--- src/rtl/fsm_code_monitor.sv ---
// fsm_code_monitor: passive checker for a 4-state controller's 2-bit code stream.
// Checks transition legality, counts visits and errors, and flags over-long holds.
`default_nettype none

module fsm_code_monitor #(
  parameter int CNT_W    = 8,
  parameter int RUN_W    = 8,
  parameter int HOLD_MAX = 16
) (
  input  logic             clk,
  input  logic             reset,
  input  logic [1:0]       code_in,
  input  logic             sample_en,
  input  logic             clear,
  input  logic [1:0]       cnt_sel,
  output logic [CNT_W-1:0] cnt_out,
  output logic [CNT_W-1:0] err_count,
  output logic             err_flag,
  output logic [1:0]       last_code,
  output logic [RUN_W-1:0] run_len,
  output logic             hold_alarm,
  output logic             anchored
);

  localparam logic [RUN_W-1:0] HOLD_MAX_C = RUN_W'(HOLD_MAX);
  localparam logic [RUN_W-1:0] RUN_ONE    = RUN_W'(1);

  typedef enum logic [1:0] {
    IDLE  = 2'b00,
    TRACK = 2'b01,
    FAULT = 2'b10
  } state_t;

  state_t           state_q, state_d;
  logic [CNT_W-1:0] visit_q [4];
  logic [CNT_W-1:0] visit_d [4];
  logic [CNT_W-1:0] err_q, err_d;
  logic             flag_q, flag_d;
  logic [1:0]       last_q, last_d;
  logic [RUN_W-1:0] run_q, run_d;
  logic             alarm_q, alarm_d;
  logic             anch_q, anch_d;

  function automatic logic [CNT_W-1:0] inc_cnt(input logic [CNT_W-1:0] v);
    return (v == '1) ? v : v + 1'b1;
  endfunction

  function automatic logic [RUN_W-1:0] inc_run(input logic [RUN_W-1:0] v);
    return (v == '1) ? v : v + 1'b1;
  endfunction

  function automatic logic is_legal(input logic [1:0] prev, input logic [1:0] nxt);
    case (prev)
      2'b01:   return (nxt == 2'b10);
      2'b10:   return (nxt == 2'b10) || (nxt == 2'b11);
      2'b11:   return (nxt == 2'b10) || (nxt == 2'b00);
      default: return (nxt == 2'b11) || (nxt == 2'b00);
    endcase
  endfunction

  always_comb begin
    state_d = state_q;
    visit_d = visit_q;
    err_d   = err_q;
    flag_d  = flag_q;
    last_d  = last_q;
    run_d   = run_q;
    anch_d  = anch_q;

    if (clear) begin
      state_d = IDLE;
      for (int i = 0; i < 4; i++) visit_d[i] = '0;
      err_d   = '0;
      flag_d  = 1'b0;
      last_d  = 2'b00;
      run_d   = '0;
      anch_d  = 1'b0;
    end else begin
      case (state_q)
        IDLE: begin
          if (sample_en) begin
            last_d           = code_in;
            run_d            = RUN_ONE;
            visit_d[code_in] = inc_cnt(visit_q[code_in]);
            anch_d           = 1'b1;
            state_d          = TRACK;
          end
        end
        TRACK, FAULT: begin
          if (sample_en) begin
            last_d           = code_in;
            visit_d[code_in] = inc_cnt(visit_q[code_in]);
            run_d            = (code_in == last_q) ? inc_run(run_q) : RUN_ONE;
            if (!is_legal(last_q, code_in)) begin
              err_d   = inc_cnt(err_q);
              flag_d  = 1'b1;
              state_d = FAULT;
            end
          end
        end
        // Unused encoding recovers to IDLE; statistics are left as they are.
        default: state_d = IDLE;
      endcase
    end

    alarm_d = (run_d >= HOLD_MAX_C);
  end

  always_ff @(posedge clk or negedge reset) begin
    if (!reset) begin
      state_q <= IDLE;
      for (int i = 0; i < 4; i++) visit_q[i] <= '0;
      err_q   <= '0;
      flag_q  <= 1'b0;
      last_q  <= 2'b00;
      run_q   <= '0;
      alarm_q <= 1'b0;
      anch_q  <= 1'b0;
    end else begin
      state_q <= state_d;
      visit_q <= visit_d;
      err_q   <= err_d;
      flag_q  <= flag_d;
      last_q  <= last_d;
      run_q   <= run_d;
      alarm_q <= alarm_d;
      anch_q  <= anch_d;
    end
  end

  assign cnt_out    = visit_q[cnt_sel];
  assign err_count  = err_q;
  assign err_flag   = flag_q;
  assign last_code  = last_q;
  assign run_len    = run_q;
  assign hold_alarm = alarm_q;
  assign anchored   = anch_q;

endmodule

`default_nettype wire
--- config.mk ---
export PLATFORM = sky130hd
export DESIGN_NAME = fsm_code_monitor
export DESIGN_NICKNAME = d
export VERILOG_FILES = /design/src/rtl/fsm_code_monitor.sv
export SDC_FILE = /design/constraint.sdc
export NUM_CORES = 1
export LEC_CHECK = 0
export CELL_PAD_IN_SITES_DETAIL_PLACEMENT = 0
export CELL_PAD_IN_SITES_GLOBAL_PLACEMENT = 2
export CORE_MARGIN = 2
export CORE_UTILIZATION = 33
export CTS_BUF_LIST = sky130_fd_sc_hd__clkbuf_4 sky130_fd_sc_hd__clkbuf_8 sky130_fd_sc_hd__clkbuf_16
export DETAILED_ROUTE_END_ITERATION = 10
export PLACE_DENSITY_LB_ADDON = 0.1
export SYNTH_ARGS = -nofsm -noshare
export SYNTH_HDL_FRONTEND = slang
export SYNTH_SLANG_ARGS = --single-unit
--- constraint.sdc ---
create_clock -name clk -period 2.05 [get_ports clk]
set_clock_uncertainty 0.05 [all_clocks]
set_input_delay 0.205 -clock clk [delete_from_list [all_inputs] [get_ports clk]]
set_output_delay 0.205 -clock clk [all_outputs]
set_load 0.02 [all_outputs]
==> results.toml <==
[cells_and_area]
syn_to_final_growth_pct = 36.6
stdcell_area_sq_um = 4340
fin_cells = 517
drive_above_1_share = 0.291
antenna_cells = 0
fin_nets = 405

[detailed_routing]
drtIter0Drc = 50
routedWlPerCell_um = 17.4
drc = 0
drt-pass1-iter-count = 4
via_per_inst = 5.29
drt_wl_total_um = 8980
num_vias = 2737
ant_nets = 0

[cts]
cts-htree-levels = 2
root_buffer = "clkbuf_8"
clk_path_buf_depth = 2
path_clk_slew_ps = 120
cts_sinks = 55
cts_buffers = 5
cts_tree = "built"
clock_latency_ps = 320

[synthesis]
yosys-top-cells-count = "dfrtp_1 (55), nand2_1 (24), a22o_1 (20)"
ys_seq_area_frac = 0.433
synth-async-reset-ratio = 1.00
avgSynthCellArea_sq_um = 10.9
synth.most_common_cell = "dfrtp_1"
ys.flop_type = "dfrtp_1"
yosys_register_bits = 55
synth_area_leaders = "dfrtp_1 (43%), mux4_2 (9.9%), a22o_1 (5.5%)"
synth_top_area_share = 0.433
synth_edf_count = 0
synth_cell_types = 53
syn_area_sq_um = 3180
yosys_warnings = 0
synth_cells = 293
synth_nets = 311
synth.largest_area_cell = "dfrtp_1"

[power_and_ir_drop]
p_leak_uw = 0.00189
p_total_uw = 2230
powerDensity_nw_per_um2 = 513
vdd_ir_drop_max_v = 0.000296

[timing]
min_period_over_period = 0.970
setup_viol_count_final = 0
report.final.slew_viol_count = 0
rsz0062_at_grt = "yes"
worstMarginPinSlew_ps = 903
final_hold_viol_count = 0
fin_crit_ps = 1990
whs_ps = 372
max_freq_ghz = 0.503
relSlewSlack = 0.398

[global_routing]
antenna_found_initial = 0
grt.overflow.total = 0
grt_usage = 0.183
grt_max_degree = 56
busiest_layer = "met2"
use_met3 = 0.0274
grt_pass1_wl_um = 14900
grt_pass1_vias = 2975
met2_usage = 0.317
use_met1 = 0.232

[run_status]
status = "finished clean"

[die]
io_pins = 37
fp.dieH_um = 102
rows = 35
dieArea_sq_um = 10400
die_width_um = 102
start_util = 0.342
fp.coreArea_sq_um = 9280

[critical_path]
critPathMaxFanout = 5
critPathKind = "reg2reg"
end_kind = "flip-flop"
cp_data_required_time_ps = 2220
startpoint_type = "flip-flop"
cp_data_arrival_time_ps = 2160

[placement]
io_buffers = 36
dp_hpwl_um = 6420
dp.cells = 505
gp_congestion = 0.800
placed_area_sq_um = 4150

[job]
max_cap_violations = 0

[worst_hold_path]
hp-class = "in2async"
[critical path: stages, from the launching register on]
cell,delay (ps)
dfrtp_1,430
mux4_2,530
ha_4,200
nand3_4,80
nor2_1,70
mux2_4,310
a22o_1,230
[area by class of cell]
class	count	area [sq um]
clock buffer	5	68.8
clock inverter	3	23.8
fill	909	4940
inverter	8	30.0
multi-input combinational	217	1790
sequential	55	1380
tap	129	161
timing repair buffer	100	888
[logic make-up (layout without fill, tap and decap cells)]
kind of cell,count (synthesis),count (layout),share of synthesized area
xor gates and xnor gates,5,5,0.0161
muxes,24,24,0.149
AOI/OAI and AO/OA,84,84,0.176
and+or+nand+nor,94,94,0.158
adders and majority gates,10,10,0.0394
buffers and inverters,21,116,0.0287
DFF,55,55,0.433
[report_power, final]
group          leakage, uW  total (uW)  switching [uW]  internal, uW
combinational      0.00108         456             232           224
sequential        0.000762        1120            15.9          1100
clock            0.0000461         651             403           248
total              0.00189        2230             651          1580
[sequential cells by signal, indices dropped and copies added (netlist names)]
name and count:
hold_alarm 1, visit_q 32, state_q 2, anchored 1
last_code 2, err_flag 1, err_count 8, run_len 8
[stage by stage]
stage / setup TNS [ps] / setup WS (ps) / util
6_report: 0 / 61.1 / 0.468
5_1_grt: -69.1 / -54.8 / 0.468
3_5_place_dp: -19490 / -479 / 0.446
4_1_cts: 0 / 20.5 / 0.461
3_3_place_gp: -18740 / -477 / 0.446
2_1_floorplan: -84.4 / -84.4 / -
[repair_timing]
action                     4_1_cts  5_1_grt
pin swaps                        2        4
buffers inserted                 2        1
hold buffers                     1        0
setup endpoints to repair       46       18
hold endpoints to repair        55        0
resized for setup               18       17
[cells in the final DEF, fill, tap and decap left out, types with 2 or more instances in the layout]
master           instances
a21o_1                   3
a21oi_1                 17
a21oi_2                  2
a22o_1                  20
a31oi_1                  4
and2_1                   4
and3_1                   4
buf_12                   4
buf_4                   56
buf_6                    3
clkbuf_8                 5
clkdlybuf4s50_1         25
dfrtp_1                 55
dlygate4sd2_1            9
ha_1                     7
ha_4                     2
inv_1                    7
mux2i_1                  4
mux2i_2                  2
mux4_2                  17
nand2_1                 23
nand2b_1                 4
nand3_1                  8
nand4_1                  4
nor2_1                  15
nor2b_1                  3
nor3_1                   7
o211ai_1                 2
o21ai_0                 13
o21ai_1                  8
o21bai_1                 2
o31ai_1                  4
or3_1                    5
or4_1                    3
xnor2_1                  2
xor2_1                   2
[routing by layer]
layer,vias up,part of all wire
met5,-,0
met4,0,0.023
met3,18,0.030
met2,53,0.50
met1,1367,0.44
li1,1299,-
[path summary, 6_finish.rpt]
check,start,endpoint,slack [ps],cells after the start
worst max-delay path,visit_q[1],visit_q[22],60,6
worst min-delay path,reset,visit_q[22],370,3
worst max register to register,visit_q[1],visit_q[22],60,6
worst min register to register,err_flag,err_flag,470,2
max in group asynchronous,reset,err_count[3],1320,3
min in group clk,code_in[1],last_code[1],450,4
Note: power is estimated with default switching activity, not from simulation.
